[src/rtl/seq_restoring_divider_pkg.sv]
// Shared definitions for the multiply/divide arithmetic slice.
package muldiv_pkg;

  // Divider control states.
  typedef enum logic [1:0] {
    IDLE = 2'd0,
    BUSY = 2'd1,
    DONE = 2'd2
  } state_e;

  // Width of a counter that must hold the values 0..2*w.
  function automatic int cnt_width(input int w);
    return $clog2(2 * w + 1);
  endfunction

endpackage

[src/rtl/seq_restoring_divider_if.sv]
// Request/response bundle of the sequential divider.
// Handshake rule (both sides): a transfer happens on a rising clk edge where
// valid && ready are both high; the producer keeps valid and its payload
// stable until that edge, and ready never depends combinationally on valid.
interface seq_restoring_divider_if #(
  parameter int W = 3
);
  logic           in_valid;
  logic           in_ready;
  logic [2*W-1:0] dividend;
  logic [W-1:0]   divisor;
  logic           out_valid;
  logic           out_ready;
  logic [2*W-1:0] quotient;
  logic [W-1:0]   remainder;
  logic           div_by_zero;

  // Requester / result consumer side.
  modport master (
    output in_valid, dividend, divisor, out_ready,
    input  in_ready, out_valid, quotient, remainder, div_by_zero
  );

  // Divider side.
  modport slave (
    input  in_valid, dividend, divisor, out_ready,
    output in_ready, out_valid, quotient, remainder, div_by_zero
  );
endinterface

[src/rtl/seq_restoring_divider_div_step.sv]
// One combinational restoring-division stage.
module div_step #(
  parameter int W = 3
) (
  input  logic [W:0]   partial_i,
  input  logic         bit_i,
  input  logic [W-1:0] divisor_i,
  output logic [W:0]   partial_o,
  output logic         q_o
);
  logic [W+1:0] trial;
  logic [W+1:0] diff;

  // Shift in the next dividend bit and subtract; the borrow-out is the sign.
  // Since partial < divisor, the restored/new partial always fits in W+1 bits.
  always_comb begin
    trial     = {partial_i, bit_i};
    diff      = trial - {2'b00, divisor_i};
    q_o       = ~diff[W+1];
    partial_o = q_o ? diff[W:0] : trial[W:0];
  end
endmodule

[src/rtl/seq_restoring_divider.sv]
// Radix-2 restoring divider: 2W-bit dividend / W-bit divisor, one quotient
// bit per clock, result registered and held until the consumer takes it.
module seq_restoring_divider
  import muldiv_pkg::*;
#(
  parameter int W = 3
) (
  input  logic                     clk,
  input  logic                     rst_n,
  seq_restoring_divider_if.slave   bus,
  output state_e                   state_o
);
  localparam int CW = cnt_width(W);
  localparam logic [CW-1:0] CNT_LOAD = CW'(2 * W);

  state_e         state_q;
  logic           in_ready_q;
  logic           out_valid_q;
  logic [2*W-1:0] dividend_q;
  logic [W-1:0]   divisor_q;
  logic [W:0]     partial_q;
  logic [CW-1:0]  cnt_q;
  logic [2*W-1:0] quotient_q;
  logic [W-1:0]   remainder_q;
  logic           dbz_q;

  logic [W:0]     partial_d;
  logic           qbit_d;

  div_step #(.W(W)) u_step (
    .partial_i (partial_q),
    .bit_i     (dividend_q[2*W-1]),
    .divisor_i (divisor_q),
    .partial_o (partial_d),
    .q_o       (qbit_d)
  );

  // Control FSM plus datapath registers. DONE spends its first cycle loading
  // the result registers, then raises out_valid and waits for out_ready.
  always_ff @(posedge clk) begin
    if (!rst_n) begin
      state_q     <= IDLE;
      in_ready_q  <= 1'b1;
      out_valid_q <= 1'b0;
      dividend_q  <= '0;
      divisor_q   <= '0;
      partial_q   <= '0;
      cnt_q       <= '0;
      quotient_q  <= '0;
      remainder_q <= '0;
      dbz_q       <= 1'b0;
    end else begin
      unique case (state_q)
        IDLE: begin
          if (bus.in_valid) begin
            dividend_q <= bus.dividend;
            divisor_q  <= bus.divisor;
            partial_q  <= '0;
            cnt_q      <= CNT_LOAD;
            in_ready_q <= 1'b0;
            state_q    <= (bus.divisor == '0) ? DONE : BUSY;
          end
        end
        BUSY: begin
          dividend_q <= {dividend_q[2*W-2:0], qbit_d};
          partial_q  <= partial_d;
          cnt_q      <= cnt_q - CW'(1);
          if (cnt_q == CW'(1)) begin
            state_q <= DONE;
          end
        end
        DONE: begin
          if (!out_valid_q) begin
            out_valid_q <= 1'b1;
            if (divisor_q == '0) begin
              quotient_q  <= '1;
              remainder_q <= '0;
              dbz_q       <= 1'b1;
            end else begin
              quotient_q  <= dividend_q;
              remainder_q <= partial_q[W-1:0];
              dbz_q       <= 1'b0;
            end
          end else if (bus.out_ready) begin
            out_valid_q <= 1'b0;
            in_ready_q  <= 1'b1;
            state_q     <= IDLE;
          end
        end
        default: begin
          state_q     <= IDLE;
          in_ready_q  <= 1'b1;
          out_valid_q <= 1'b0;
        end
      endcase
    end
  end

  assign bus.in_ready    = in_ready_q;
  assign bus.out_valid   = out_valid_q;
  assign bus.quotient    = quotient_q;
  assign bus.remainder   = remainder_q;
  assign bus.div_by_zero = dbz_q;
  assign state_o         = state_q;

endmodule

[src/flat_wrapper.sv]
// flat-port wrapper written by rule: the top's interface ports become plain ports
module seq_restoring_divider_flat import muldiv_pkg::*;
#(
  parameter int W = 3
)
  (clk, rst_n, state_o, bus_in_valid, bus_dividend, bus_divisor, bus_out_ready, bus_in_ready, bus_out_valid, bus_quotient, bus_remainder, bus_div_by_zero);
  seq_restoring_divider_if #(.W(W)) bus_i ();
  input  logic clk;
  input  logic rst_n;
  output state_e state_o;
  input wire logic [$bits(bus_i.in_valid)-1:0] bus_in_valid;
  input wire logic [$bits(bus_i.dividend)-1:0] bus_dividend;
  input wire logic [$bits(bus_i.divisor)-1:0] bus_divisor;
  input wire logic [$bits(bus_i.out_ready)-1:0] bus_out_ready;
  output wire logic [$bits(bus_i.in_ready)-1:0] bus_in_ready;
  output wire logic [$bits(bus_i.out_valid)-1:0] bus_out_valid;
  output wire logic [$bits(bus_i.quotient)-1:0] bus_quotient;
  output wire logic [$bits(bus_i.remainder)-1:0] bus_remainder;
  output wire logic [$bits(bus_i.div_by_zero)-1:0] bus_div_by_zero;
  assign bus_i.in_valid = bus_in_valid;
  assign bus_i.dividend = bus_dividend;
  assign bus_i.divisor = bus_divisor;
  assign bus_i.out_ready = bus_out_ready;
  assign bus_in_ready = bus_i.in_ready;
  assign bus_out_valid = bus_i.out_valid;
  assign bus_quotient = bus_i.quotient;
  assign bus_remainder = bus_i.remainder;
  assign bus_div_by_zero = bus_i.div_by_zero;
  seq_restoring_divider #(.W(W)) u_core (.clk(clk), .rst_n(rst_n), .bus(bus_i), .state_o(state_o));
endmodule
[config.mk]
export PLATFORM = sky130hd
export DESIGN_NAME = seq_restoring_divider_flat
export DESIGN_NICKNAME = d
export VERILOG_FILES = /design/src/rtl/seq_restoring_divider_pkg.sv /design/src/rtl/seq_restoring_divider_if.sv /design/src/rtl/seq_restoring_divider_div_step.sv /design/src/rtl/seq_restoring_divider.sv /design/src/flat_wrapper.sv
export SDC_FILE = /design/constraint.sdc
export NUM_CORES = 1
export LEC_CHECK = 0
export BUFFER_PORTS_ARGS = -buffer_cell sky130_fd_sc_hd__clkbuf_2
export CAP_MARGIN = 15
export CORE_UTILIZATION = 41
export DETAILED_ROUTE_END_ITERATION = 10
export GPL_TIMING_DRIVEN = 0
export SETUP_SLACK_MARGIN = 0.4
export SYNTH_ARGS = -nofsm -noshare
export SYNTH_HDL_FRONTEND = slang
export SYNTH_HIERARCHICAL = 1
export SYNTH_SLANG_ARGS = --single-unit
[constraint.sdc]
create_clock -name clk -period 2.41 [get_ports clk]
set_input_delay 0 -clock clk [delete_from_list [all_inputs] [get_ports clk]]
set_output_delay 0 -clock clk [all_outputs]
set_load 0.05 [all_outputs]
==> PnR_summary.wiki, run 1 <==
{| class="wikitable"
! Metric !! Value
|-
| Number of design-rule violations left by the first detailed-router iteration || 59
|-
| Number of remaining DRC errors || 0
|-
| Internal power contribution || 878.4 uW
|-
| Worst Path Required || 2.57 ns
|-
| Number of cell instances on the worst register-to-register path || 8
|-
| Placeable core region || 3442 sq um
|-
| Final routed wire length divided by cell count || 13.88 um
|-
| Pin count of the biggest net entering global routing || 11
|-
| Count of endpoints failing setup in the final report || 0
|-
| Grt total ovfl || 0
|-
| Worst Hold Depth || 3
|-
| Final cycle utilization of the critical path || 0.7937
|-
| Post-synthesis cell type with the largest combined area || sky130_fd_sc_hd__dfxtp_1
|-
| Worst Tran Pin Value || 0.5452 ns
|-
| Sequential power share || 0.446
|-
| Maximum vdd drop || 401.2 uV
|-
| Vias per cell || 5.423
|-
| Clock root cell || sky130_fd_sc_hd__clkbuf_8
|-
| Top library cells by usage in the layout, fill and taps aside || 29 x sky130_fd_sc_hd__dfxtp_1, 27 x sky130_fd_sc_hd__clkbuf_2, 16 x sky130_fd_sc_hd__nor2_1, 12 x sky130_fd_sc_hd__nand2_1, 11 x sky130_fd_sc_hd__inv_1
|-
| Die width || 63.02 um
|-
| Number of core rows || 21
|-
| Area share of the largest cell type after synthesis || 0.3934
|-
| Total number of vias || 1,345
|-
| Clk network pwr share || 0.286
|-
| Final worst hold slack || 0.04009 ns
|-
| Max Freq || 0.5228 GHz
|-
| Number of global-route vias before repair || 1,225
|-
| Max-slew violation total from the final report || 0
|-
| Clock tree sinks || 30
|-
| Area occupied by registers || 601.8 sq um
|-
| Global-route wire length before repair || 5547 um
|-
| Number of nets in the synthesized netlist || 184
|-
| Setup TNS after final layout || 0 ns
|-
| Register clock-pin slew on the reported worst setup and hold paths || 0.06 ns
|-
| Sw Ratio || 0.3100
|-
| Maximum level of the CTS H-tree || 2
|-
| Max-cap violation count || 0
|-
| Max clock buf depth || 2
|-
| Area contributors post-synth || sky130_fd_sc_hd__dfxtp_1 39%, sky130_fd_sc_hd__mux2i_1 6.6%, sky130_fd_sc_hd__o221a_2 4.4%, sky130_fd_sc_hd__ha_1 4.1%, sky130_fd_sc_hd__a211oi_1 3.9%
|-
| Total Routing Usage GR || 0.1836
|-
| Mapped cell area || 1526 sq um
|-
| Number of ports placed on the die boundary || 27
|-
| R2R Path Start || u_core/dividend_q[5]
|-
| Type of the tightest min-delay check || in -> reg
|-
| Clock buffers created by TritonCTS || 5
|-
| Maximum fanout along the worst path || 4
|-
| Layout area overhead || 21.31%
|-
| Detail Route Antenna Nets || 0
|-
| Minimum setup slack after placement || 0.3448 ns
|-
| #FFs+latches synth || 30
|-
| Clock Skew || 0.003600 ns
|-
| Mean Syn Cell Area || 9.251 sq um
|-
| Shortest period the worst path allows || 1.913 ns
|-
| Antenna violations before repair || 0
|-
| Power per Cell Area || 687.4 nW/um^2
|-
| Part of the power in combinational logic || 0.267
|-
| Tightest slew margin relative to the limit || 0.6365
|-
| Yosys warning count || 6
|-
| Commonest non-fill, non-tap cell in the layout || sky130_fd_sc_hd__dfxtp_1
|-
| Number of detailed-route iterations in the first pass || 4
|-
| Final-report hold violation count || 0
|-
| Setup slack, reg-to-reg || 0.50 ns
|-
| End of the critical path || u_core/partial_q[1]
|-
| Final core utilization || 0.5380
|-
| Capturing element type of the critical path || register
|-
| Count of port buffers added during placement || 26
|-
| Number of nets in the layout || 221
|-
| Status || completed
|-
| Critical path type || reg -> reg
|-
| Die Span Y || 63.02 um
|-
| Unique masters post-synth || 39
|-
| Synthesized instance count || 165
|-
| WL final || 3443 um
|-
| Die area || 3971 sq um
|-
| Routability-driven placement congestion ratio || 0.8774
|-
| Sequential element share of the synthesized area || 0.3934
|-
| Effective utilization at floorplan || 0.4435
|-
| Half-perimeter wire length of the detailed placement result || 2566 um
|-
| Fraction of layout instances using a drive strength above 1 || 0.2822
|-
| Lkg Pwr || 0.7637 nW
|-
| TritonCTS clock tree || yes
|-
| Fill count || 324
|-
| Multi-input gate area in the final layout || 837.1 sq um
|-
| Switching power summed over all nets || 394.6 uW
|-
| Number of antenna repair diodes || 0
|-
| PnR worst setup slack || 0.4972 ns
|-
| Worst EP arrival || 2.07 ns
|-
| Crit Reg-Reg Endpoint || u_core/partial_q[1]
|-
| Unrepaired setup endpoints after global routing || true
|-
| Latest clock arrival within the worst-skew pair || 0.28 ns
|-
| Worst setup startpoint || u_core/dividend_q[5]
|-
| Startpoint type of the worst setup path || register
|}
cells in the mapped netlist (all sizes together):
cell type	n
clkbuf	4
nand2b	5
inv	11
nor2b	5
o221a	6
a32oi	1
a211oi	9
o21bai	1
ha	5
a221oi	2
fa	1
o21ba	2
or2	3
o311ai	1
o41a	1
or3b	1
a22oi	4
xor2	1
nand3b	1
mux2i	10
or3	1
a311oi	3
nor2	16
and2	1
o22ai	3
nor3b	2
buf	6
o31a	1
nand2	13
nor3	2
a21oi	9
o21ai	4
dfxtp	30
critical path, cell delays in order (launching register included):
cell and delay, ns:
sky130_fd_sc_hd__dfxtp_2 0.35, sky130_fd_sc_hd__inv_1 0.06, sky130_fd_sc_hd__ha_1 0.23, sky130_fd_sc_hd__fa_2 0.54
sky130_fd_sc_hd__nand2_1 0.05, sky130_fd_sc_hd__a211oi_1 0.24, sky130_fd_sc_hd__a311oi_1 0.09, sky130_fd_sc_hd__a22oi_1 0.18
sky130_fd_sc_hd__nor2_1 0.05
layout make-up:
class | count | share of cell area
Multi-Input combinational cell | 114 | 0.4520
Sequential cell | 30 | 0.3250
Tap cell | 46 | 0.03108
Timing Repair Buffer | 30 | 0.09054
Buffer | 10 | 0.03784
Inverter | 11 | 0.02230
Clock buffer | 7 | 0.04122
how the worst min path moves through the flow:
stage | slack, ns | to | start
floorplan | 0.15 | u_core/divisor_q[0] | bus_divisor[0]
global placement | 0.25 | u_core/divisor_q[2] | bus_divisor[2]
detailed placement | 0.27 | u_core/divisor_q[0] | bus_divisor[0]
CTS | 0.04 | u_core/dividend_q[2] | bus_dividend[2]
global route | 0.05 | u_core/dividend_q[2] | bus_dividend[2]
finish | 0.04 | u_core/dividend_q[2] | bus_dividend[2]
metal layers:
| layer | global-route usage | vias to the layer above | wire [um] |
|---|---|---|---|
| li1 | - | 668 | - |
| met1 | 0.2145 | 645 | 1584 |
| met2 | 0.3051 | 24 | 1675 |
| met3 | 0.05292 | 8 | 117 |
| met4 | 0.08721 | 0 | 65 |
| met5 | 0 | - | 0 |
repair_timing:
| action | CTS | global route |
|---|---|---|
| pin swaps | 0 | 1 |
| buffers inserted | 0 | 1 |
| endpoints found under the hold margin | 3 | 0 |
| hold buffers | 3 | 0 |
| gates resized for setup | 1 | 6 |
| setup endpoints to repair | 1 | 4 |
cells by family after synthesis:
family          after synthesis  share of synthesized area
simple gates                 50                     0.1705
compound gates               47                     0.2377
flops                        30                     0.3934
buf+inv                      21                    0.07294
mux                          10                    0.06558
fa+ha+maj                     6                    0.05410
xor+xnor                      1                   0.005739
state kept, by name (all words and copies together), names as in the netlist:
name	count
u_core/bus.div_by_zero	1
u_core/bus.in_ready	1
u_core/bus.out_valid	1
u_core/bus.quotient	6
u_core/bus.remainder	3
u_core/cnt_q	3
u_core/dividend_q	6
u_core/divisor_q	3
u_core/partial_q	4
u_core/state_o	2
metrics by stage:
step                std cells  power, mW  instance area (sq um)
finish                    248      1.273                   1852
detailed placement        237     0.8951                   1714
global route              248      1.348                   1852
global placement          237     0.8827                   1714
floorplan                 165     0.8184                   1526
CTS                       247      1.268                   1823
power by group through the flow:
stage          registers, mW  clock network [mW]  logic, mW
6_report               0.568               0.365      0.340
5_1_grt                0.573               0.405      0.370
4_1_cts                0.568               0.377      0.323
3_5_place_dp           0.578                   0      0.317
3_3_place_gp           0.576                   0      0.306
2_1_floorplan          0.605                   0      0.213
Note: power is estimated with default switching activity, not from simulation.
==> inputs of run 2 (changes only) <==
ABC_AREA = 1   (was not set)
clock period = 2 ns   (was 2.41 ns; I/O delays follow)
==> PnR_summary.wiki, run 2 <==
{| class="wikitable"
! Metric !! Value
|-
| Status || completed
|-
| Final routed wire length divided by cell count || 11.88 um (-14%)
|-
| Register clock-pin slew on the reported worst setup and hold paths || 0.07 ns (about the same)
|-
| Top post-synthesis cells by count || 69 x sky130_fd_sc_hd__nand2_1, 30 x sky130_fd_sc_hd__dfxtp_1, 23 x sky130_fd_sc_hd__a21oi_1
|-
| Number of core rows || 22 (+4.8%)
|-
| Number of ports placed on the die boundary || 27 (unchanged)
|-
| Cell area after layout || 1972 sq um (+6.5%)
|-
| Number of detailed-route iterations in the first pass || 4 (unchanged)
|-
| Critical path type || reg -> reg
|-
| Effective utilization at floorplan || 0.4279 (-0.01559)
|-
| Clock tree sinks || 30 (unchanged)
|-
| Cell with the most instances on the worst path || sky130_fd_sc_hd__nand2_4
|-
| Number of design-rule violations left by the first detailed-router iteration || 60 (+1.7%)
|-
| Vias per cell || 4.733 (-13%)
|-
| Power per Cell Area || 1685 nW/um^2 (+150%)
|-
| Final-report hold violation count || 0 (unchanged)
|-
| #FFs+latches synth || 30 (unchanged)
|-
| Setup TNS after final layout || 0 ns (unchanged)
|-
| EDFF count, synth || 0 (unchanged)
|-
| Capturing element type of the critical path || register
|-
| Minimum setup slack after placement || 0.2557 ns (-0.08906 ns)
|-
| Total number of vias || 1,472 (+9.4%)
|-
| Area contributors post-synth || sky130_fd_sc_hd__dfxtp_1 38%, sky130_fd_sc_hd__nand2_1 17%, sky130_fd_sc_hd__a21oi_1 7.3%, sky130_fd_sc_hd__inv_1 5.3%, sky130_fd_sc_hd__o21ai_0 4.8%
|-
| Maximum level of the CTS H-tree || 2 (unchanged)
|-
| CP delay by family, top || simple AND/OR/NAND/NOR gates
|-
| Mapped cell area || 1567 sq um (+2.6%)
|-
| WL final || 3695 um (+7.3%)
|-
| Commonest non-fill, non-tap cell in the layout || sky130_fd_sc_hd__nand2_1
|-
| Predominant post-synthesis flop cell || sky130_fd_sc_hd__dfxtp_1
|-
| Latest clock arrival within the worst-skew pair || 0.28 ns (about the same)
|-
| Die area || 4072 sq um (+2.5%)
|-
| Maximum vdd drop || 742.9 uV (+85%)
|-
| CP peak stage delay || 0.34 ns (-0.20 ns)
|-
| Critical path buffer and inverter count || 2 (+1)
|-
| Type of the tightest min-delay check || in -> reg
|-
| Top library cells by usage in the layout, fill and taps aside || 68 x sky130_fd_sc_hd__nand2_1, 28 x sky130_fd_sc_hd__dfxtp_1, 26 x sky130_fd_sc_hd__clkbuf_2, 20 x sky130_fd_sc_hd__inv_1, 19 x sky130_fd_sc_hd__a21oi_1
|-
| Setup slack, reg-to-reg || 0.33 ns (-0.17 ns)
|-
| Fraction of layout instances using a drive strength above 1 || 0.2890 (+0.006795)
|-
| Number of nets in the synthesized netlist || 238 (+29%)
|-
| Cell with the most instances after synthesis || sky130_fd_sc_hd__nand2_1
|-
| Routability-driven placement congestion ratio || 0.7487 (-15%)
|-
| Half-perimeter wire length of the detailed placement result || 2529 um (-1.4%)
|-
| Max clock buf depth || 2 (unchanged)
|-
| Clock Skew || 0.003605 ns (+0.000005310 ns)
|-
| Final core utilization || 0.5386 (+0.0006330)
|-
| Pin count of the biggest net entering global routing || 11 (unchanged)
|-
| Max-slew violation total from the final report || 0 (unchanged)
|-
| Worst Tran Pin Value || 0.5671 ns (+0.02181 ns)
|-
| Grt total ovfl || 0 (unchanged)
|-
| Die width || 63.81 um (+1.3%)
|-
| Placeable core region || 3661 sq um (+6.4%)
|-
| Sequential element share of the synthesized area || 0.3834 (-0.01006)
|-
| Crit path cell chain || inv_2 > ha_4 > fa_2 > inv_2 > nand2_4 > nand2_4 > nand2_4 > nand2_8 > nand3_2 > nand2_1 > nand2_1 > a21oi_2
|-
| Mean Syn Cell Area || 7.153 sq um (-23%)
|-
| Synthesized instance count || 219 (+33%)
|-
| Detail Route Antenna Nets || 0 (unchanged)
|-
| Max Freq || 0.5992 GHz (+15%)
|-
| Clock root cell || sky130_fd_sc_hd__clkbuf_8
|-
| Number of antenna repair diodes || 0 (unchanged)
|-
| Area share of the largest cell type after synthesis || 0.3834 (-0.01006)
|-
| TritonCTS clock tree || yes
|-
| Count of port buffers added during placement || 26 (unchanged)
|-
| Startpoint type of the worst setup path || register
|-
| Antenna violations before repair || 0 (unchanged)
|-
| Number of nets in the layout || 281 (+27%)
|-
| Number of global-route vias before repair || 1,445 (+18%)
|-
| Post-synthesis cell type with the largest combined area || sky130_fd_sc_hd__dfxtp_1
|-
| Area post-placement || 1762 sq um (+2.8%)
|-
| Number of remaining DRC errors || 0 (unchanged)
|-
| Total Routing Usage GR || 0.1989 (+0.01530)
|-
| Master of the slowest instance on the critical path || sky130_fd_sc_hd__dfxtp_2
|-
| Final cycle utilization of the critical path || 0.8345 (+0.04080)
|-
| Count of endpoints failing setup in the final report || 0 (unchanged)
|-
| Unrepaired setup endpoints after global routing || true
|-
| Lkg Pwr || 0.9211 nW (+21%)
|-
| Die Span Y || 63.81 um (+1.3%)
|-
| Worst Path Required || 2.21 ns (-0.36 ns)
|-
| Synth async-reset ratio || 0 (unchanged)
|-
| Yosys warning count || 6 (unchanged)
|-
| Clock buffers created by TritonCTS || 5 (unchanged)
|-
| Worst EP arrival || 1.88 ns (-0.19 ns)
|-
| Unique masters post-synth || 26 (-33%)
|-
| Maximum fanout along the worst path || 7 (+3)
|-
| Layout area overhead || 25.88%
|-
| PnR worst setup slack || 0.3310 ns (-0.1662 ns)
|-
| Shortest period the worst path allows || 1.669 ns (-0.2438 ns)
|-
| Global-route wire length before repair || 6306 um (+14%)
|-
| Tightest slew margin relative to the limit || 0.6199 (-0.01660)
|-
| Max-cap violation count || 0 (unchanged)
|}
## run 2: changes by cell type in the layout (fill, tap and decap cells not counted), moves of 5 or more
cell                       delta
sky130_fd_sc_hd__nand3_1      +6
sky130_fd_sc_hd__a21oi_1     +11
sky130_fd_sc_hd__o221a_2      -6
sky130_fd_sc_hd__a211oi_1     -8
sky130_fd_sc_hd__inv_2        +5
sky130_fd_sc_hd__mux2i_1     -10
sky130_fd_sc_hd__o21ai_0     +11
sky130_fd_sc_hd__inv_1        +9
sky130_fd_sc_hd__nand2_1     +56
sky130_fd_sc_hd__nor2b_1      -5
## run 2: metal layers
layer,wire [um],vias to the layer above,track usage
li1,-,776,-
met1,1774,668,0.2425
met2,1771,24,0.3351
met3,121,4,0.05357
met4,28,0,0.06818
met5,0,-,0
## run 2: power by group
part | leakage [nW] | switching, mW | internal (mW)
Sequential | 0.247 | 0.162 | 0.793
Clock | 0.0472 | 0.235 | 0.276
Combinational | 0.627 | 1.24 | 0.612
## run 2: kinds of logic (layout without fill, tap and decap cells)
kind of cell,Yosys count,in the layout,share of synthesized area
simple gates,111,111,0.3395
fa+ha+maj,6,6,0.05272
compound gates,41,41,0.1382
flops,30,30,0.3834
buf+inv,31,75,0.08626
## run 2: final timing paths
path                                        startpoint                     end  cells after the start
worst min register to register  u_core/bus.quotient[0]  u_core/bus.quotient[0]                      2
worst min-delay path                   bus_dividend[2]    u_core/dividend_q[2]                      5
worst max register to register    u_core/dividend_q[5]     u_core/partial_q[3]                     12
worst max-delay path              u_core/dividend_q[5]     u_core/partial_q[3]                     12
## run 2: repair_timing
action / CTS / global route
endpoints found under the hold margin: 4 / 0
setup buffers: 3 / 3
pin swaps: 1 / 3
resized for setup: 5 / 4
hold buffers: 4 / 0
endpoints found under the setup margin: 5 / 5
## run 2: worst reg2reg max path, stage by stage, from the launching register on
cell	delay (ns)
sky130_fd_sc_hd__dfxtp_2	0.34
sky130_fd_sc_hd__inv_2	0.05
sky130_fd_sc_hd__ha_4	0.16
sky130_fd_sc_hd__fa_2	0.34
sky130_fd_sc_hd__inv_2	0.08
sky130_fd_sc_hd__nand2_4	0.07
sky130_fd_sc_hd__nand2_4	0.08
sky130_fd_sc_hd__nand2_4	0.06
sky130_fd_sc_hd__nand2_8	0.09
sky130_fd_sc_hd__nand3_2	0.07
sky130_fd_sc_hd__nand2_1	0.07
sky130_fd_sc_hd__nand2_1	0.07
sky130_fd_sc_hd__a21oi_2	0.12
## run 2: metrics by stage
stage	std cells	power, mW	hold slack [ns]
finish	311	3.322	0.03484
global route	311	3.628	0.05315
CTS	308	3.309	0.02572
detailed placement	293	2.718	0.2607
global placement	293	2.701	0.2597
floorplan	219	2.346	0.1384
## run 2: area by class of cell
cell class	instances	area, sq um
buffer	5	37.54
inverter	26	97.59
clock buffer	6	82.58
multi-input combinational	158	863.3
timing repair buffer	36	215.2
fill	368	1689
sequential	30	603.1
tap	48	60.06
clock inverter	2	12.51
==> inputs of run 3 (changes only) <==
clock period = 1.7 ns   (was 2 ns; I/O delays follow)
==> PnR_summary.wiki, run 3 (synthesized netlist as in run 2, its figures left out) <==
{| class="wikitable"
! Metric !! Value
|-
| Status || completed
|-
| Met1 Use GR || 0.2395 (-0.003057)
|-
| Type of the tightest min-delay check || in -> reg
|-
| Final-report hold violation count || 0 (unchanged)
|-
| Register clock-pin slew on the reported worst setup and hold paths || 0.06 ns (about the same)
|-
| Tightest slew margin relative to the limit || 0.6314 (+0.01145)
|-
| Total Routing Usage GR || 0.1873 (-0.01168)
|-
| Final worst hold slack || 0.004085 ns (-0.03076 ns)
|-
| Count of endpoints failing setup in the final report || 0 (unchanged)
|-
| Worst Tran Pin Value || 0.5500 ns (-0.01708 ns)
|-
| Clock tree sinks || 30 (unchanged)
|-
| Half-perimeter wire length of the detailed placement result || 2481 um (-1.9%)
|-
| Maximum fanout along the worst path || 7 (unchanged)
|-
| Detail Route Antenna Nets || 0 (unchanged)
|-
| Critical path type || reg -> reg
|-
| Number of antenna repair diodes || 0 (unchanged)
|-
| Clock buffers created by TritonCTS || 5 (unchanged)
|-
| Maximum vdd drop || 919.5 uV (+24%)
|-
| Fill count || 370 (+0.54%)
|-
| Startpoint type of the worst setup path || register
|-
| CP peak stage delay || 0.33 ns (about the same)
|-
| Capturing element type of the critical path || register
|-
| Number of global-route vias before repair || 1,352 (-6.4%)
|-
| Die width || 63.81 um (unchanged)
|-
| Die area || 4072 sq um (unchanged)
|-
| Total number of vias || 1,445 (-1.8%)
|-
| Number of design-rule violations left by the first detailed-router iteration || 40 (-33%)
|-
| Master of the slowest instance on the critical path || sky130_fd_sc_hd__dfxtp_2
|-
| Grt total ovfl || 0 (unchanged)
|-
| Global-route wire length before repair || 5809 um (-7.9%)
|-
| Max-cap violation count || 0 (unchanged)
|-
| Lkg Pwr || 0.9095 nW (-1.3%)
|-
| Final cycle utilization of the critical path || 0.9533 (+0.1188)
|-
| Number of ports placed on the die boundary || 27 (unchanged)
|-
| Clock root cell || sky130_fd_sc_hd__clkbuf_8
|-
| Worst Path Required || 1.91 ns (-0.30 ns)
|-
| Placeable core region || 3661 sq um (unchanged)
|-
| GR met2 Demand/Resource || 0.2979 (-0.03723)
|-
| Number of core rows || 22 (unchanged)
|-
| Total design power || 3.866 mW (+16%)
|-
| Top library cells by usage in the layout, fill and taps aside || 67 x sky130_fd_sc_hd__nand2_1, 26 x sky130_fd_sc_hd__clkbuf_2, 26 x sky130_fd_sc_hd__dfxtp_1, 22 x sky130_fd_sc_hd__a21oi_1, 20 x sky130_fd_sc_hd__inv_1
|-
| Cell with the most instances on the worst path || sky130_fd_sc_hd__nand2_4
|-
| TritonCTS clock tree || yes
|-
| Crit path cell chain || inv_2 > ha_4 > fa_2 > inv_2 > nand2_4 > nand2_4 > nand2_4 > nand2_8 > nand2_2 > o21ai_2 > nand2_1 > a21oi_1
|-
| Fraction of layout instances using a drive strength above 1 || 0.2808 (-0.008204)
|-
| Maximum level of the CTS H-tree || 2 (unchanged)
|-
| Commonest non-fill, non-tap cell in the layout || sky130_fd_sc_hd__nand2_1
|-
| Number of remaining DRC errors || 0 (unchanged)
|-
| Latest clock arrival within the worst-skew pair || 0.28 ns (about the same)
|-
| Unrepaired setup endpoints after global routing || true
|-
| Pin count of the biggest net entering global routing || 11 (unchanged)
|-
| Layout area overhead || 23.88%
|-
| Worst EP arrival || 1.83 ns (-0.05 ns)
|-
| Antenna violations before repair || 0 (unchanged)
|-
| Setup slack, reg-to-reg || 0.08 ns (-0.25 ns)
|-
| Most congested layer reported by global routing || met2
|-
| Count of port buffers added during placement || 26 (unchanged)
|-
| Shortest period the worst path allows || 1.621 ns (-0.04835 ns)
|-
| Final routed wire length divided by cell count || 11.01 um (-7.4%)
|-
| Routability-driven placement congestion ratio || 0.7827 (+4.5%)
|-
| Max-slew violation total from the final report || 0 (unchanged)
|-
| Max Freq || 0.6170 GHz (+3.0%)
|-
| Number of detailed-route iterations in the first pass || 4 (unchanged)
|-
| Effective utilization at floorplan || 0.4279 (unchanged)
|-
| Die Span Y || 63.81 um (unchanged)
|-
| Max clock buf depth || 2 (unchanged)
|-
| Number of nets in the layout || 278 (-1.1%)
|-
| Power per Cell Area || 1992 nW/um^2 (+18%)
|-
| Fraction of met3 tracks used by global routing || 0.04821 (-0.005357)
|-
| Vias per cell || 4.692 (-0.88%)
|-
| Clock Skew || 0.002937 ns (-0.0006680 ns)
|-
| WL final || 3390 um (-8.3%)
|}
run 3: cell count changes in the layout (fill, tap and decap cells not counted):
cell                            before  now
sky130_fd_sc_hd__a21oi_1            19   22
sky130_fd_sc_hd__a21oi_2             5    2
sky130_fd_sc_hd__buf_1               0    1
sky130_fd_sc_hd__buf_4               7    4
sky130_fd_sc_hd__buf_6               2    3
sky130_fd_sc_hd__clkinvlp_4          1    0
sky130_fd_sc_hd__dfxtp_1            28   26
sky130_fd_sc_hd__dfxtp_2             2    4
sky130_fd_sc_hd__dlygate4sd3_1       4    3
sky130_fd_sc_hd__nand2_1            68   67
sky130_fd_sc_hd__nand2_2             3    4
run 3: power breakdown:
| part | switching, mW | internal, mW |
|---|---|---|
| Clock | 0.259 | 0.326 |
| Combinational | 1.44 | 0.714 |
| Sequential | 0.185 | 0.938 |
| Total | 1.89 | 1.98 |
run 3: timing repair:
action                     CTS  global route
gates resized for setup      2             3
setup endpoints to repair    8            18
buffers inserted             3             1
pin swaps                    6             6
hold endpoints to repair     2             0
hold buffers                 3             0
run 3: final cells by class:
cell class	count	area, sq um	area share
timing repair buffer	33	193.9	0.09994
tap	48	60.06	0.03095
sequential	30	605.6	0.3121
clock buffer	7	86.33	0.04449
clock inverter	1	5.005	0.002579
buffer	5	37.54	0.01934
inverter	26	97.59	0.05029
multi-input combinational	158	854.6	0.4404
run 3: stage by stage:
step / setup slack [ns] / TNS, ns / std cells / instance area [sq um] / utilization
finish: 0.07935 / 0 / 308 / 1941 / 0.5301
global placement: 0.05218 / 0 / 293 / 1778 / 0.4856
detailed placement: 0.02076 / 0 / 293 / 1778 / 0.4856
CTS: 0.06746 / 0 / 307 / 1926 / 0.5260
floorplan: 0.1663 / 0 / 219 / 1588 / -
global route: -0.03898 / -0.1531 / 308 / 1941 / 0.5301
run 3: final timing paths:
kind	startpoint	end	cells after the start
setup reg to reg	u_core/dividend_q[5]	u_core/partial_q[1]	12
hold reg to reg	u_core/cnt_q[1]	u_core/cnt_q[1]	2
setup / recovery	u_core/dividend_q[5]	u_core/partial_q[1]	12
hold / removal	bus_divisor[0]	u_core/divisor_q[0]	3
run 3: per-layer routing:
layer  share of wire  up-vias  wire (um)
met5               0        -          0
met4           0.010        0         34
met3           0.034        4        114
met2            0.46       26       1559
met1            0.50      643       1682
li1                -      772          -
run 3: critical path, delay by kind of cell, from the launching register on:
kind                     cells  cell delay (ns)
flip-flops                   1             0.33
buffers and inverters        2             0.13
adder cells (fa/ha/maj)      2             0.48
AO/OA/AOI/OAI                2             0.17
AND/OR/NAND/NOR              6             0.46
